==> src/rtl/clock_set_ctrl_if.sv <==
// Key inputs, live counter values and controller outputs for clock_set_ctrl.
interface clock_set_ctrl_if;
  localparam int unsigned VAL_W  = 8;
  localparam int unsigned MODE_W = 3;

  logic              key_mode;
  logic              key_inc;
  logic              key_ok;
  logic [VAL_W-1:0]  cur_hour;
  logic [VAL_W-1:0]  cur_min;
  logic [VAL_W-1:0]  cur_sec;
  logic [MODE_W-1:0] mode;
  logic              run_en;
  logic              modify_hour;
  logic              modify_min;
  logic              modify_sec;
  logic [VAL_W-1:0]  modified_value;
  logic [VAL_W-1:0]  edit_val;
  logic              blink;
  logic [VAL_W-1:0]  alarm_hour;
  logic [VAL_W-1:0]  alarm_min;
  logic              alarm_en;
  logic              alarm_match;

  modport master (
    output key_mode, key_inc, key_ok, cur_hour, cur_min, cur_sec,
    input  mode, run_en, modify_hour, modify_min, modify_sec, modified_value,
           edit_val, blink, alarm_hour, alarm_min, alarm_en, alarm_match
  );

  modport slave (
    input  key_mode, key_inc, key_ok, cur_hour, cur_min, cur_sec,
    output mode, run_en, modify_hour, modify_min, modify_sec, modified_value,
           edit_val, blink, alarm_hour, alarm_min, alarm_en, alarm_match
  );
endinterface

==> src/rtl/clock_set_ctrl.sv <==
// Mode/setting controller: sequences time setting, alarm editing and blink.
module clock_set_ctrl #(
  parameter int unsigned HOUR_M    = 24,
  parameter int unsigned MIN_M     = 60,
  parameter int unsigned SEC_M     = 60,
  parameter int unsigned BLINK_DIV = 25_000_000
) (
  input logic             clk,
  input logic             rst,
  clock_set_ctrl_if.slave bus
);
  localparam int unsigned VAL_W = 8;
  localparam int unsigned DIV_W = $clog2(BLINK_DIV);

  typedef enum logic [2:0] {
    RUN      = 3'd0,
    SET_HOUR = 3'd1,
    SET_MIN  = 3'd2,
    SET_SEC  = 3'd3,
    ALM_HOUR = 3'd4,
    ALM_MIN  = 3'd5
  } state_t;

  state_t             state, state_n;
  logic               key_mode_d, key_inc_d, key_ok_d;
  logic               press_mode, press_inc, press_ok, inc_act;
  logic [VAL_W-1:0]   lim_max;
  logic [VAL_W-1:0]   edit_q, edit_n;
  logic [VAL_W-1:0]   mval_q, mval_n;
  logic [VAL_W-1:0]   ahour_q, ahour_n, amin_q, amin_n;
  logic               mod_hour_q, mod_hour_n, mod_min_q, mod_min_n, mod_sec_q, mod_sec_n;
  logic               aen_q, aen_n, match_q, match_n;
  logic               run_en_q, run_en_n, blink_q, blink_n;
  logic [DIV_W-1:0]   div_q, div_n;

  assign bus.mode           = state;
  assign bus.run_en         = run_en_q;
  assign bus.modify_hour    = mod_hour_q;
  assign bus.modify_min     = mod_min_q;
  assign bus.modify_sec     = mod_sec_q;
  assign bus.modified_value = mval_q;
  assign bus.edit_val       = edit_q;
  assign bus.blink          = blink_q;
  assign bus.alarm_hour     = ahour_q;
  assign bus.alarm_min      = amin_q;
  assign bus.alarm_en       = aen_q;
  assign bus.alarm_match    = match_q;

  // Key history keeps sampling through reset so a key held across release is not a press
  always_ff @(posedge clk) begin
    key_mode_d <= bus.key_mode;
    key_inc_d  <= bus.key_inc;
    key_ok_d   <= bus.key_ok;
  end

  // Next-state, commit, edit and blink decode
  always_comb begin
    state_n    = state;
    edit_n     = edit_q;
    mval_n     = '0;
    mod_hour_n = 1'b0;
    mod_min_n  = 1'b0;
    mod_sec_n  = 1'b0;
    ahour_n    = ahour_q;
    amin_n     = amin_q;
    aen_n      = aen_q;
    blink_n    = blink_q;
    div_n      = div_q;

    press_mode = bus.key_mode & ~key_mode_d;
    press_ok   = bus.key_ok & ~key_ok_d;
    press_inc  = bus.key_inc & ~key_inc_d;
    inc_act    = press_inc & ~press_mode & ~press_ok & (state != RUN);

    case (state)
      SET_HOUR, ALM_HOUR: lim_max = VAL_W'(HOUR_M - 1);
      SET_MIN, ALM_MIN:   lim_max = VAL_W'(MIN_M - 1);
      default:            lim_max = VAL_W'(SEC_M - 1);
    endcase

    // Leaving an edit state commits the edited value
    if (press_mode || (press_ok && state != RUN)) begin
      case (state)
        SET_HOUR: begin mod_hour_n = 1'b1; mval_n = edit_q; end
        SET_MIN:  begin mod_min_n  = 1'b1; mval_n = edit_q; end
        SET_SEC:  begin mod_sec_n  = 1'b1; mval_n = edit_q; end
        ALM_HOUR: ahour_n = edit_q;
        ALM_MIN:  amin_n  = edit_q;
        default:  ;
      endcase
    end

    if (press_mode) begin
      case (state)
        RUN:      begin state_n = SET_HOUR; edit_n = bus.cur_hour; end
        SET_HOUR: begin state_n = SET_MIN;  edit_n = bus.cur_min;  end
        SET_MIN:  begin state_n = SET_SEC;  edit_n = bus.cur_sec;  end
        SET_SEC:  begin state_n = ALM_HOUR; edit_n = ahour_q;      end
        ALM_HOUR: begin state_n = ALM_MIN;  edit_n = amin_q;       end
        default:  state_n = RUN;
      endcase
    end else if (press_ok) begin
      if (state == RUN) aen_n = ~aen_q;
      else              state_n = RUN;
    end else if (inc_act) begin
      edit_n = (edit_q >= lim_max) ? '0 : edit_q + VAL_W'(1);
    end

    if (state_n == RUN || press_mode || inc_act) begin
      blink_n = 1'b1;
      div_n   = '0;
    end else if (div_q == DIV_W'(BLINK_DIV - 1)) begin
      blink_n = ~blink_q;
      div_n   = '0;
    end else begin
      div_n = div_q + DIV_W'(1);
    end

    run_en_n = (state_n == RUN) || (state_n == ALM_HOUR) || (state_n == ALM_MIN);
    match_n  = aen_q && !(state == SET_HOUR || state == SET_MIN || state == SET_SEC) &&
               (bus.cur_hour == ahour_q) && (bus.cur_min == amin_q);
  end

  // State and registered outputs
  always_ff @(posedge clk) begin
    if (rst) begin
      state      <= RUN;
      edit_q     <= '0;
      mval_q     <= '0;
      mod_hour_q <= 1'b0;
      mod_min_q  <= 1'b0;
      mod_sec_q  <= 1'b0;
      ahour_q    <= '0;
      amin_q     <= '0;
      aen_q      <= 1'b0;
      match_q    <= 1'b0;
      run_en_q   <= 1'b1;
      blink_q    <= 1'b1;
      div_q      <= '0;
    end else begin
      state      <= state_n;
      edit_q     <= edit_n;
      mval_q     <= mval_n;
      mod_hour_q <= mod_hour_n;
      mod_min_q  <= mod_min_n;
      mod_sec_q  <= mod_sec_n;
      ahour_q    <= ahour_n;
      amin_q     <= amin_n;
      aen_q      <= aen_n;
      match_q    <= match_n;
      run_en_q   <= run_en_n;
      blink_q    <= blink_n;
      div_q      <= div_n;
    end
  end
endmodule
==> src/flat_wrapper.sv <==
// flat-port wrapper written by rule: the top's interface ports become plain ports
module clock_set_ctrl_flat 
#(
  parameter int unsigned HOUR_M    = 24,
  parameter int unsigned MIN_M     = 60,
  parameter int unsigned SEC_M     = 60,
  parameter int unsigned BLINK_DIV = 25_000_000
)
  (clk, rst, bus_key_mode, bus_key_inc, bus_key_ok, bus_cur_hour, bus_cur_min, bus_cur_sec, bus_mode, bus_run_en, bus_modify_hour, bus_modify_min, bus_modify_sec, bus_modified_value, bus_edit_val, bus_blink, bus_alarm_hour, bus_alarm_min, bus_alarm_en, bus_alarm_match);
  clock_set_ctrl_if bus_i ();
  input logic clk;
  input logic rst;
  input wire logic [$bits(bus_i.key_mode)-1:0] bus_key_mode;
  input wire logic [$bits(bus_i.key_inc)-1:0] bus_key_inc;
  input wire logic [$bits(bus_i.key_ok)-1:0] bus_key_ok;
  input wire logic [$bits(bus_i.cur_hour)-1:0] bus_cur_hour;
  input wire logic [$bits(bus_i.cur_min)-1:0] bus_cur_min;
  input wire logic [$bits(bus_i.cur_sec)-1:0] bus_cur_sec;
  output wire logic [$bits(bus_i.mode)-1:0] bus_mode;
  output wire logic [$bits(bus_i.run_en)-1:0] bus_run_en;
  output wire logic [$bits(bus_i.modify_hour)-1:0] bus_modify_hour;
  output wire logic [$bits(bus_i.modify_min)-1:0] bus_modify_min;
  output wire logic [$bits(bus_i.modify_sec)-1:0] bus_modify_sec;
  output wire logic [$bits(bus_i.modified_value)-1:0] bus_modified_value;
  output wire logic [$bits(bus_i.edit_val)-1:0] bus_edit_val;
  output wire logic [$bits(bus_i.blink)-1:0] bus_blink;
  output wire logic [$bits(bus_i.alarm_hour)-1:0] bus_alarm_hour;
  output wire logic [$bits(bus_i.alarm_min)-1:0] bus_alarm_min;
  output wire logic [$bits(bus_i.alarm_en)-1:0] bus_alarm_en;
  output wire logic [$bits(bus_i.alarm_match)-1:0] bus_alarm_match;
  assign bus_i.key_mode = bus_key_mode;
  assign bus_i.key_inc = bus_key_inc;
  assign bus_i.key_ok = bus_key_ok;
  assign bus_i.cur_hour = bus_cur_hour;
  assign bus_i.cur_min = bus_cur_min;
  assign bus_i.cur_sec = bus_cur_sec;
  assign bus_mode = bus_i.mode;
  assign bus_run_en = bus_i.run_en;
  assign bus_modify_hour = bus_i.modify_hour;
  assign bus_modify_min = bus_i.modify_min;
  assign bus_modify_sec = bus_i.modify_sec;
  assign bus_modified_value = bus_i.modified_value;
  assign bus_edit_val = bus_i.edit_val;
  assign bus_blink = bus_i.blink;
  assign bus_alarm_hour = bus_i.alarm_hour;
  assign bus_alarm_min = bus_i.alarm_min;
  assign bus_alarm_en = bus_i.alarm_en;
  assign bus_alarm_match = bus_i.alarm_match;
  clock_set_ctrl #(.HOUR_M(HOUR_M), .MIN_M(MIN_M), .SEC_M(SEC_M), .BLINK_DIV(BLINK_DIV)) u_core (.clk(clk), .rst(rst), .bus(bus_i));
endmodule
==> config.mk <==
export PLATFORM = sky130hd
export DESIGN_NAME = clock_set_ctrl_flat
export DESIGN_NICKNAME = d
export VERILOG_FILES = /design/src/rtl/clock_set_ctrl_if.sv /design/src/rtl/clock_set_ctrl.sv /design/src/flat_wrapper.sv
export SDC_FILE = /design/constraint.sdc
export NUM_CORES = 1
export LEC_CHECK = 0
export BUFFER_PORTS_ARGS = -buffer_cell sky130_fd_sc_hd__buf_2
export CAP_MARGIN = 20
export CELL_PAD_IN_SITES_DETAIL_PLACEMENT = 0
export CELL_PAD_IN_SITES_GLOBAL_PLACEMENT = 2
export CORE_UTILIZATION = 34
export CTS_BUF_LIST = sky130_fd_sc_hd__clkbuf_4 sky130_fd_sc_hd__clkbuf_8
export DETAILED_ROUTE_END_ITERATION = 10
export PLACE_DENSITY_LB_ADDON = 0.1
export SYNTH_ARGS = -nofsm -noshare
export SYNTH_HDL_FRONTEND = slang
export SYNTH_SLANG_ARGS = --single-unit
==> constraint.sdc <==
create_clock -name clk -period 3.7 [get_ports clk]
set_clock_uncertainty 0.2 [all_clocks]
set_input_delay 0.74 -clock clk [delete_from_list [all_inputs] [get_ports clk]]
set_output_delay 0.74 -clock clk [all_outputs]
set_load 0.05 [all_outputs]
Yosys cells after proc, flatten, opt, wreduce, memory -nomap -nowiden
Cells that the tools add are included.
- register bits: 70
- word-level logic and storage cells: 85
- input bits: 29
- output and inout bits: 42
- bitwise logic cells: 15
- add/subtract/negate cells: 2
- muxes and demuxes: 13
- magnitude comparators: 1
- eq/ne operators: 12
- reduce and logical (&&, ||, !) cells: 26
- operators with widths (kind ; count):
    $pmux 8 s5 ; 1
    $mux 8 ; 4
    $add 25x1->25 const B ; 1
    $eq 25x25->1 const B ; 1
    $eq 8x8->1 ; 2
    $pmux 3 s5 ; 1
    $eq 3x3->1 const B ; 4
    $mux 3 ; 3
    $not 1->1 ; 9
    $reduce_or 3->1 ; 3
    $add 8x1->8 const B ; 1
    $ge 8x6->1 ; 1
    $logic_or 1x1->1 ; 7
    $and 1x1->1 ; 6
    $eq 3x2->1 const B ; 2
    $logic_not 3->1 ; 2
    $mux 6 ; 1
    $ne 6x6->1 const B ; 1
    $reduce_and 3->1 ; 2
    $reduce_or 2->1 ; 3
    $logic_and 1x1->1 ; 4
    $reduce_and 2->1 ; 2
    $eq 3x1->1 const B ; 1
    $mux 1 ; 3
    4 further kinds ; 4

Depth between registers and ports, before layout
Gate-level depths: netlist of run 1.
- depth in word-level cells: 9
- depth in mapped cells: 12
- depth with buffers taken out: 9

Least setup slack after synthesis of run 1
No wires, ideal clock.
- kind: flip-flop to flip-flop
- start: register u_core.state[0], in the netlist u_core.bus.mode[0]
- end: register u_core.edit_q[4], in the netlist u_core.bus.edit_val[4]
- library setup time: 0.117 ns
- buffers on the path: 3
- path slack: 0.610 ns
- arrival: 2.773 ns
- required time: 3.383 ns
- period minus slack after synthesis: 3.090 ns
- cell stages (with the launch flop): 12
- cells stage by stage: dfxtp_1 > buf_2 > buf_2 > buf_2 > xor2_1 > and2_1 > inv_1 > ha_1 > a211oi_1 > o211ai_1 > o21ai_0 > a32o_1
- word-level cells in the longest chain between the ends: 8
- elaborated cells between the ends (all ways): 18
- those cells by class: order compare: 1; eq/ne: 5; mux: 6; bitwise: 1; reduce/logical: 5
- ends and longest elaborated chain (what ; line ; text):
    start, declared ; clock_set_ctrl.sv:24 ; state_t state, state_n;
    start signal, assigned ; clock_set_ctrl.sv:141 ; state <= state_n;
    $eq 3x3->1 / $eq 3x1->1 (equally long branches) ; clock_set_ctrl.sv:75, clock_set_ctrl.sv:94 ;
    $reduce_or 2->1 ; clock_set_ctrl.sv:75 ; case (state)
    $mux 6 ; clock_set_ctrl.sv:75 ;
    $ge 8x6->1 ; clock_set_ctrl.sv:106 ; edit_n = (edit_q >= lim_max) ? '0 : edit_q + VAL_W'(1);
    $mux 8 ; clock_set_ctrl.sv:106 ;
    $mux 8 ; clock_set_ctrl.sv:105 ; end else if (inc_act) begin
    $mux 8 ; clock_set_ctrl.sv:102 ; end else if (press_ok) begin
    $mux 8 ; clock_set_ctrl.sv:93 ; if (press_mode) begin
    end signal, assigned ; clock_set_ctrl.sv:142 ; edit_q <= edit_n;
    end, declared ; clock_set_ctrl.sv:28 ; logic [VAL_W-1:0] edit_q, edit_n;
Several ways; a longest one is shown, not always the timed one. The select of a mux whose other input is x is not followed.
A chain may end at the register's enable or synchronous reset.

Final worst setup path of run 1
- start: register u_core.state[0], in the netlist u_core.bus.mode[0]
- end: register u_core.div_q[24]
- word-level cells in the longest chain between the ends: 8
- elaborated cells between the ends (all ways): 15
- those cells by class: eq/ne: 4; mux: 4; bitwise: 1; reduce/logical: 6
- ends and longest elaborated chain (what ; line ; text):
    branches (longest 6 deep; another with $pmux 3 s5) ; - ;
    $logic_or 1x1->1 (*) ; clock_set_ctrl.sv:109 ; if (state_n == RUN || press_mode || inc_act) begin
    $reduce_or 3->1 (no line) (*) ; - ;
    end signal, assigned ; clock_set_ctrl.sv:153 ; div_q <= div_n;
    end, declared ; clock_set_ctrl.sv:34 ; logic [DIV_W-1:0] div_q, div_n;
Mark *: on every way between the ends.

==> impl_metrics.csv, run 1 <==
group,metric,value,unit
timing,layout_setup_ws,1.145,ns
synth,syn_nets,427,
cts,cts_max_level,3,
synth,synthArstFlopShare,0,%
setup_path,r2r-start,"u_core.bus.mode[0]",
pwr,ir_drop,0.2112,mV
synth,syn_area,3511,um2
outcome,status,"complete, no violations",
cts,insertion_delay,0.35,ns
timing,post-route-period-util,69.06,%
floorplan,dieWidth,103.6,um
floorplan,core,9910,um2
final_layout,nets,494,
setup_path,worstPathArrival,2.55,ns
floorplan,die_h,103.6,um
timing,fin_crit,2.555,ns
min_path,hp-class,"flip-flop to flip-flop",
global_routing,track_usage,18.89,%
routing,wl_per_cell,16.55,um
synth,avgSynthCellArea,8.934,um2
timing,hold_viol,0,
routing,ant_nets,0,
cts,cts_resized,0,
synth,yosysWarnings,0,
timing,tightest_slew,0.9795,ns
routing,drc_errors,0,
timing,setup_violations,0,
timing,max_freq,391.3,MHz
synth,synth_largest_area_cell,"dfxtp_1",
synth,synth_edf_count,0,
synth,synth-main-ff-cell,"dfxtp_1",
floorplan,start_util,35.43,%
global_routing,grt_antenna_before_repair,0,
floorplan,die_area,10740,um2
cts,cts_made_buffers,9,
routing,vias_per_cell,5.070,
cts,clkSinkCount,70,
synth,synth.top_cell.area_share,39.91,%
place,hpwl,7106,um
synth,synth_area_leaders,"dfxtp_1, nor2_1, xor2_1",
flow_run,maxCapViolCount,0,
timing,relSlewSlack,34.70,%
setup_path,crit_path_start,"u_core.bus.mode[0]",
routing,initialDrtViolationCount,114,
cts,clk_path_buf_depth,2,
routing,drt_wl_total,9898,um
global_routing,grt_max_degree,31,
cts,cts-root-buf,"clkbuf_8",
global_routing,grt_pass1_vias,2931,
synth,ys_ff_latch,70,
synth,ys_seq_area_share,39.91,%
floorplan,io_pins,71,
timing,rsz0062_at_grt,"false",
cts,post_cts_buffers,0,
place,place.gp.congestion,0.7763,
setup_path,cp.required,3.70,ns
cts,hold_buffers,0,
pwr,p_per_area,393.3,nW/um2
pwr,power_leakage,1.771,nW
final_layout,fillers,1027,
setup_path,cp_max_fo,30,
cts,clk_pin_slew,0.08,ns
setup_path,cp-end-kind,"flip-flop",
place,portBuffers,70,
final_layout,num_antenna_cells,0,
global_routing,overflow,0,
synth,synthCells,393,
place,pre_cts_ws,0.7758,ns
setup_path,start_kind,"flip-flop",
setup_path,crit_type,"flip-flop to flip-flop",
timing,maxSlewViolCount,0,
final_layout,drive_above_1_share,22.80,%
synth,synth_cell_types,54,
routing,drt_first_pass_iters,4,
timing,tns,0,ns
min_path,min_from,"u_core.div_q[0]",
floorplan,rows,36,
routing,vias,3032,
final_layout,post-route-util,42.20,%
final_layout,syn2layout_area_growth,19.10,%
cts,cts_tree,"built",
global_routing,grt_pass1_wl,15760,um
pwr,fin_total_pwr,0.001645,W
==> synth_stat cells, types with 4 or more instances <==
cell type  count
nand4_1       12
xnor2_1       20
nand2_1       18
o32ai_1        6
o21ai_0       16
nor3_1         5
nand3_1       16
xor2_1        23
dfxtp_1       70
nor2b_1        8
a21oi_1       11
mux2i_1       20
nor2_1        61
ha_1           5
buf_2          8
inv_1          8
and3_1         8
and4_1         4
a22oi_1        8
clkbuf_1       5
nand2b_1       4
and2_1        10
==> critical path, stage by stage (launching register included) <==
cell and delay, ns:
dfxtp_1 0.33, buf_4 0.23, or3_1 0.54, nor4b_2 0.24, nand2b_1 0.72, nor2_1 0.12
==> through the flow <==
stage | cells | hold WS [ns] | instance area [um2]
2_1_floorplan | 393 | 0.2296 | 3511
3_3_place_gp | 582 | 0.2371 | 3963
3_5_place_dp | 582 | 0.2517 | 3963
4_1_cts | 598 | 0.2704 | 4182
5_1_grt | 598 | 0.2752 | 4182
6_report | 598 | 0.2667 | 4182
==> report_power, final <==
group / total [W] / switching, W / internal (W)
clock: 0.000703 / 0.000321 / 0.000382
combinational: 0.000166 / 0.000109 / 0.0000573
sequential: 0.000775 / 0.0000129 / 0.000762
==> state kept, by name, indices dropped and copies added, names as in the netlist, 3 cells and up <==
signal                     flops
u_core.bus.alarm_hour          8
u_core.bus.alarm_min           8
u_core.bus.edit_val            8
u_core.bus.mode                3
u_core.bus.modified_value      8
u_core.div_q                  25
==> placed cells by master (no fill, tap or decap), drive strengths merged, types with 2 or more instances in the layout <==
cell	n
or3	2
a221oi	2
or2	2
xnor2	20
inv	10
nand2b	4
nor4	6
a22oi	8
clkinv	2
and2	10
dfxtp	70
and3	8
clkbuf	9
a21oi	12
nand3	16
a211oi	3
buf	76
o211ai	3
mux2i	20
ha	5
nand4	12
a32o	2
nor2	63
bufinv	2
nor3	5
xor2	23
nor2b	8
o21ai	16
and4	5
nand2	18
a2bb2oi	2
o32ai	6
==> final cells by class <==
cell class              instances  area, um2  area share [%]
multi-input cells             295       1969           47.10
flip-flops and latches         70       1401           33.51
repair buffers                 76      395.4           9.455
well taps                     133      166.4           3.980
clock buffers                   9      123.9           2.962
clock inverters                 7      95.09           2.274
inverters                       8      30.03          0.7181
==> cell families after synthesis <==
kind of cell	after synthesis	synth area share (%)
AOI/OAI and AO/OA	64	13.19
buffers and inverters	28	3.991
adders and majority gates	5	1.782
DFF	70	39.91
xor gates and xnor gates	43	10.73
and+or+nand+nor	162	24.06
muxes	21	6.343
==> worst paths after layout <==
| kind | end | slack (ns) | depth (start not counted) |
|---|---|---|---|
| setup / recovery | u_core.div_q[24] | 1.14 | 5 |
| hold / removal | u_core.div_q[0] | 0.27 | 1 |
| setup reg to reg | u_core.div_q[24] | 1.14 | 5 |
| hold reg to reg | u_core.div_q[0] | 0.27 | 1 |
==> layer usage <==
| metal | part of all wire [%] | vias to the layer above | global-route usage, % |
|---|---|---|---|
| met2 | 45 | 64 | 29.00 |
| met5 | 0 | - | 0 |
| met3 | 4.0 | 10 | 4.720 |
| met4 | 1.0 | 0 | 4.244 |
| met1 | 50 | 1433 | 26.51 |
| li1 | - | 1525 | - |
(Power assumes the default switching activity.)
==> run 2, diff against run 1 <==
--- a/config.mk
+++ b/config.mk
@@ -9,7 +9,7 @@
 export CAP_MARGIN = 20
 export CELL_PAD_IN_SITES_DETAIL_PLACEMENT = 0
 export CELL_PAD_IN_SITES_GLOBAL_PLACEMENT = 2
-export CORE_UTILIZATION = 34
+export CORE_UTILIZATION = 31
 export CTS_BUF_LIST = sky130_fd_sc_hd__clkbuf_4 sky130_fd_sc_hd__clkbuf_8
 export DETAILED_ROUTE_END_ITERATION = 10
 export PLACE_DENSITY_LB_ADDON = 0.1
==> constraint.sdc (replaced) <==
create_clock -name clk -period 2.3 [get_ports clk]
set_clock_uncertainty 0.2 [all_clocks]
set_input_delay 0.46 -clock clk [delete_from_list [all_inputs] [get_ports clk]]
set_output_delay 0.46 -clock clk [all_outputs]
set_load 0.05 [all_outputs]
==> run 2 against run 1 <==
Compared with the run above: fmax up 14%; cell count up 5.0%; sequential cell count unchanged; non-clock buffer count up 24; die area up 9.5%; sequential power up 59%; first-iteration DRC count down 27%; global-route usage down 0.25 points; clock-buffer cell count up 1; via count up 4.5%; total power up 70%; wire length up 5.6%; critical endpoint is now u_core.bus.edit_val[4]; largest cell class unchanged.
==> impl_metrics.csv, run 2 (synthesis gave the netlist of run 1 again) <==
group,metric,value,unit
outcome,status,"complete, no violations",
final_layout,top_register,"u_core.div_q",
cts,cts_made_buffers,9,
global_routing,track_usage,18.64,%
final_layout,nets,518,
min_path,hp-class,"input pin to flip-flop",
routing,drt_wl_total,10450,um
floorplan,core,10940,um2
routing,drc_errors,0,
setup_path,worstPathArrival,2.33,ns
cts,clkSinkCount,70,
floorplan,die_h,108.4,um
routing,vias_per_cell,5.045,
floorplan,start_util,32.11,%
final_layout,num_antenna_cells,0,
floorplan,io_pins,71,
timing,relSlewSlack,66.56,%
setup_path,crit_type,"flip-flop to flip-flop",
setup_path,r2r-start,"u_core.bus.mode[0]",
setup_path,slowest_delay,0.35,ns
timing,hold_viol,0,
floorplan,die_area,11750,um2
timing,fin_crit,2.234,ns
final_layout,final_cell_mix,"buf_2, dfxtp_1, nor2_1",
timing,max_freq,447.7,MHz
global_routing,overflow,0,
cts,cts_max_level,3,
final_layout,layout_commonest_cell,"buf_2",
min_path,hold_depth,1,
min_path,min_to,"u_core.key_inc_d",
cts,hold_buffers,0,
final_layout,syn2layout_area_growth,26.94,%
pwr,p_per_area,628.1,nW/um2
setup_path,r2r_cells,9,
setup_path,critPathBufInv,2,
setup_path,cp_max_fo,5,
timing,tightest_slew,0.4979,ns
setup_path,critPathSlowestCell,"dfxtp_4",
setup_path,cp.required,2.39,ns
timing,tns,0,ns
floorplan,dieWidth,108.4,um
routing,wl_per_cell,16.64,um
timing,maxSlewViolCount,0,
pwr,ir_drop,0.3009,mV
global_routing,grt_pass1_vias,3001,
timing,setup_violations,0,
cts,cts_tree,"built",
min_path,min_from,"bus_key_inc",
setup_path,rrSetupSlack,0.07,ns
routing,drt_first_pass_iters,4,
place,place.gp.congestion,0.8145,
global_routing,grt_pass1_wl,16330,um
place,hpwl,7777,um
cts,clk_pin_slew,0.08,ns
pwr,power_leakage,1.918,nW
setup_path,rr_endpoint,"u_core.bus.edit_val[4]",
setup_path,start_kind,"flip-flop",
timing,post-route-period-util,97.12,%
setup_path,cp_top_family,"compound AO/OA/AOI/OAI gates",
pwr,fin_total_pwr,0.002799,W
cts,insertion_delay,0.36,ns
routing,initialDrtViolationCount,83,
floorplan,rows,38,
place,portBuffers,70,
routing,ant_nets,0,
final_layout,largest_register_ffs,25,
global_routing,grt_max_degree,31,
flow_run,maxCapViolCount,0,
global_routing,grt_antenna_before_repair,0,
routing,vias,3168,
final_layout,drive_above_1_share,28.48,%
setup_path,cp-end-kind,"flip-flop",
setup_path,crit_chain,"xor2_1 > and2_4 > inv_2 > ha_4 > a211oi_2 > o211ai_1 > buf_4 > o32ai_2 > a32o_1",
setup_path,crit_cells,9,
cts,clk_path_buf_depth,2,
cts,cts-root-buf,"clkbuf_8",
## run 2: changes by cell type in the layout (fill, tap and decap cells not counted), sizes merged
cell / before / now
buf: 76 / 100
inv: 10 / 8
bufinv: 2 / 3
clkbuf: 9 / 10
clkinvlp: 1 / 0
## run 2: per-layer routing
| layer | track usage [%] | routed length, um |
|---|---|---|
| met1 | 27.01 | 5210 |
| met2 | 26.76 | 4444 |
| met3 | 3.014 | 589 |
| met4 | 8.398 | 208 |
| met5 | 0 | 0 |
## run 2: where the power goes
group          internal, W  switching (W)  total, W  leakage [nW]
Combinational     0.000122       0.000195  0.000317          1.23
Clock             0.000748       0.000501   0.00125         0.123
Sequential         0.00122     0.00000896   0.00123         0.569
Total              0.00209       0.000705   0.00280          1.92
## run 2: repair_timing
item / 4_1_cts / 5_1_grt
pin swaps: 1 / 8
endpoints found under the setup margin: 1 / 3
buffers inserted: 0 / 1
gates resized for setup: 1 / 6
## run 2: final cells by class
cell class	instances	area, um2
Clock buffer	10	137.6
Clock inverter	5	107.6
Fill cell	1143	6479
Inverter	8	30.03
Multi-Input combinational cell	295	2006
Sequential cell	70	1413
Tap cell	140	175.2
Timing Repair Buffer	100	588.1
## run 2: worst register-to-register path, delay by kind of cell, from the launching register on
kind,cells,cell delay [ns]
AOI/OAI and AO/OA,4,0.83
DFF,1,0.35
buffers and inverters,2,0.26
adders and majority gates,1,0.23
and+or+nand+nor,1,0.17
xor gates and xnor gates,1,0.15
## run 2: worst max-delay path by stage
stage | startpoint | to | slack [ns]
final | u_core.bus.mode[0] | u_core.bus.edit_val[4] | 0.07
after CTS | u_core.bus.mode[0] | u_core.bus.edit_val[4] | 0.009
after floorplan | u_core.bus.mode[0] | u_core.bus.edit_val[6] | -0.30
after global routing | u_core.bus.mode[0] | u_core.bus.edit_val[4] | -0.006
after detailed placement | u_core.bus.mode[0] | u_core.bus.edit_val[4] | -0.007
after global placement | u_core.bus.mode[0] | u_core.bus.edit_val[4] | 0.06
## run 2: metrics by stage
step / util [%] / instance area, um2 / worst slack (ns) / cells / hold WS (ns)
floorplan: - / 3543 / -0.3026 / 393 / 0.2296
global placement: 38.11 / 4168 / 0.06337 / 612 / 0.2442
detailed placement: 38.11 / 4168 / -0.007177 / 612 / 0.2560
CTS: 40.38 / 4415 / 0.008948 / 627 / 0.001767
global route: 40.76 / 4457 / -0.005827 / 628 / 0.01035
finish: 40.76 / 4457 / 0.06627 / 628 / 0.01597
==> run 3, diff against run 2 <==
--- a/config.mk
+++ b/config.mk
@@ -9,10 +9,11 @@
 export CAP_MARGIN = 20
 export CELL_PAD_IN_SITES_DETAIL_PLACEMENT = 0
 export CELL_PAD_IN_SITES_GLOBAL_PLACEMENT = 2
-export CORE_UTILIZATION = 31
+export CORE_UTILIZATION = 34
 export CTS_BUF_LIST = sky130_fd_sc_hd__clkbuf_4 sky130_fd_sc_hd__clkbuf_8
 export DETAILED_ROUTE_END_ITERATION = 10
 export PLACE_DENSITY_LB_ADDON = 0.1
+export RECOVER_POWER = 50
 export SYNTH_ARGS = -nofsm -noshare
 export SYNTH_HDL_FRONTEND = slang
 export SYNTH_SLANG_ARGS = --single-unit
==> constraint.sdc (replaced) <==
create_clock -name clk -period 2.4 [get_ports clk]
set_clock_uncertainty 0.2 [all_clocks]
set_input_delay 0.48 -clock clk [delete_from_list [all_inputs] [get_ports clk]]
set_output_delay 0.48 -clock clk [all_outputs]
set_load 0.05 [all_outputs]
==> run 3 against run 2 <==
Compared with the run above: clock power fell by 24%; sequential share of layout area grew 1.3 points; first-iteration DRC count grew 53%; critical endpoint is now u_core.bus.edit_val[7]; via count decreased by 1.1%; largest power group is now registers; fmax is 0.64% higher; die area decreased by 8.7%; worst hold slack better by 0.028 ns.
==> impl_metrics.csv, run 3 (synthesis gave the netlist of run 1 again) <==
group,metric,value,unit
cts,cts-root-buf,"clkbuf_8",
floorplan,io_pins,71,
global_routing,grt_pass1_wl,16380,um
routing,vias,3134,
floorplan,core,9910,um2
setup_path,critPathSlowestCell,"clkbuf_1",
final_layout,final_cell_mix,"dfxtp_1, nor2_1, clkbuf_1",
cts,clkSinkCount,70,
global_routing,grt_max_degree,21,
place,portBuffers,70,
cts,clk_pin_slew,0.07,ns
cts,cts_tree,"built",
routing,drt_first_pass_iters,4,
setup_path,cp.required,2.49,ns
setup_path,worstPathArrival,2.31,ns
timing,rsz0062_at_grt,"false",
cts,cts_max_level,3,
setup_path,start_kind,"flip-flop",
final_layout,nets,515,
routing,ant_nets,0,
flow_run,maxCapViolCount,0,
pwr,switching_share,27.71,%
timing,max_freq,450.5,MHz
setup_path,crit_type,"flip-flop to flip-flop",
cts,clk_path_buf_depth,2,
timing,post-route-period-util,92.48,%
pwr,p_switching,0.0006708,W
global_routing,grt_antenna_before_repair,0,
setup_path,cp_max_fo,16,
floorplan,dieWidth,103.6,um
place,place.gp.congestion,0.7882,
global_routing,overflow,0,
cts,hold_buffers,0,
global_routing,grt_pass1_vias,3105,
final_layout,layout_commonest_cell,"dfxtp_1",
timing,hold_viol,0,
pwr,p_clk_share,39.3,%
setup_path,cp_top_family,"buffers and inverters",
pwr,p_comb_share,11.9,%
final_layout,top_register,"u_core.div_q",
routing,wl_per_cell,16.35,um
routing,vias_per_cell,5.071,
pwr,ir_drop,0.2479,mV
floorplan,die_area,10740,um2
setup_path,crit_chain,"clkbuf_2 > clkbuf_1 > nor2_1 > a221oi_1 > o211ai_1 > a21oi_1",
place,hpwl,7427,um
pwr,p_per_area,566.1,nW/um2
final_layout,num_antenna_cells,0,
final_layout,post-route-util,43.16,%
routing,drc_errors,0,
cts,insertion_delay,0.36,ns
global_routing,track_usage,19.41,%
outcome,status,"complete, no violations",
final_layout,largest_register_ffs,25,
setup_path,cp-end-kind,"flip-flop",
timing,setup_violations,0,
pwr,power_leakage,1.708,nW
pwr,fin_total_pwr,0.002421,W
pwr,p_int,0.001750,W
setup_path,slowest_delay,0.60,ns
min_path,hp-class,"input pin to flip-flop",
floorplan,start_util,35.43,%
routing,initialDrtViolationCount,127,
timing,fin_crit,2.220,ns
pwr,seqPwrFrac,48.8,%
setup_path,critPathBufInv,2,
routing,drt_wl_total,10100,um
timing,tightest_slew,0.7275,ns
floorplan,rows,36,
timing,relSlewSlack,51.50,%
final_layout,syn2layout_area_growth,21.81,%
cts,cts_made_buffers,9,
floorplan,die_h,103.6,um
timing,maxSlewViolCount,0,
final_layout,drive_above_1_share,18.76,%
[run 3: cell types whose count changed in the layout (fill, tap and decap cells not counted), moves of 2 or more]
| cell | previous run | this run |
|---|---|---|
| clkbuf_2 | 0 | 2 |
| bufinv_16 | 3 | 1 |
| buf_2 | 70 | 33 |
| clkinv_2 | 0 | 2 |
| clkbuf_1 | 0 | 39 |
| buf_4 | 29 | 22 |
[run 3: layer usage]
layer  wire length (um)  track usage [%]
met5                  0                0
met1               5299            27.83
met2               4338            29.00
met4                126            7.660
met3                340            2.895
[run 3: worst register-to-register path, delay by kind of cell (launching register included)]
family / cells / cell delay, ns
buffers and inverters: 2 / 0.93
AOI/OAI and AO/OA: 3 / 0.57
and+or+nand+nor: 1 / 0.11
DFF: 1 / 0.35
[run 3: area by class of cell]
cell class / instances / area (um2)
clock buffers: 9 / 123.9
clock inverters: 6 / 62.56
fillers: 1068 / 5633
repair buffers: 97 / 506.7
well taps: 133 / 166.4
inverters: 8 / 30.03
multi-input cells: 295 / 1974
flip-flops and latches: 70 / 1413
[run 3: what timing repair did]
item	CTS	global route
resized for setup	0	1
buffers inserted	0	1
setup endpoints to repair	1	7
hold endpoints to repair	0	0
pin swaps	1	1
[run 3: path summary, 6_finish.rpt]
kind | to | cells past startpoint | from | slack (ns)
worst min register to register | u_core.div_q[0] | 1 | u_core.div_q[0] | 0.27
worst max register to register | u_core.bus.edit_val[7] | 6 | u_core.bus.mode[0] | 0.18
worst min-delay path | u_core.key_ok_d | 1 | bus_key_ok | 0.04
worst max-delay path | u_core.bus.edit_val[7] | 6 | u_core.bus.mode[0] | 0.18
[run 3: stage by stage]
| stage | setup TNS, ns | hold WS [ns] | instances | cell area, um2 | setup WS, ns |
|---|---|---|---|---|---|
| after global placement | 0 | 0.2444 | 602 | 4136 | 0.08058 |
| after CTS | 0 | 0.03556 | 617 | 4323 | 0.02732 |
| after floorplan | -1.215 | 0.2296 | 393 | 3543 | -0.2026 |
| final | 0 | 0.04418 | 618 | 4277 | 0.1804 |
| after global routing | 0 | 0.03969 | 618 | 4277 | 0.02036 |
| after detailed placement | 0 | 0.2539 | 602 | 4136 | 0.03566 |
[run 3: power groups by stage]
stage	combinational [W]	sequential, W	clock (W)
after floorplan	0.000138	0.00126	0
after global placement	0.000289	0.00121	0
after detailed placement	0.000288	0.00121	0
after CTS	0.000289	0.00118	0.000972
after global routing	0.000312	0.00118	0.00103
final	0.000288	0.00118	0.000951
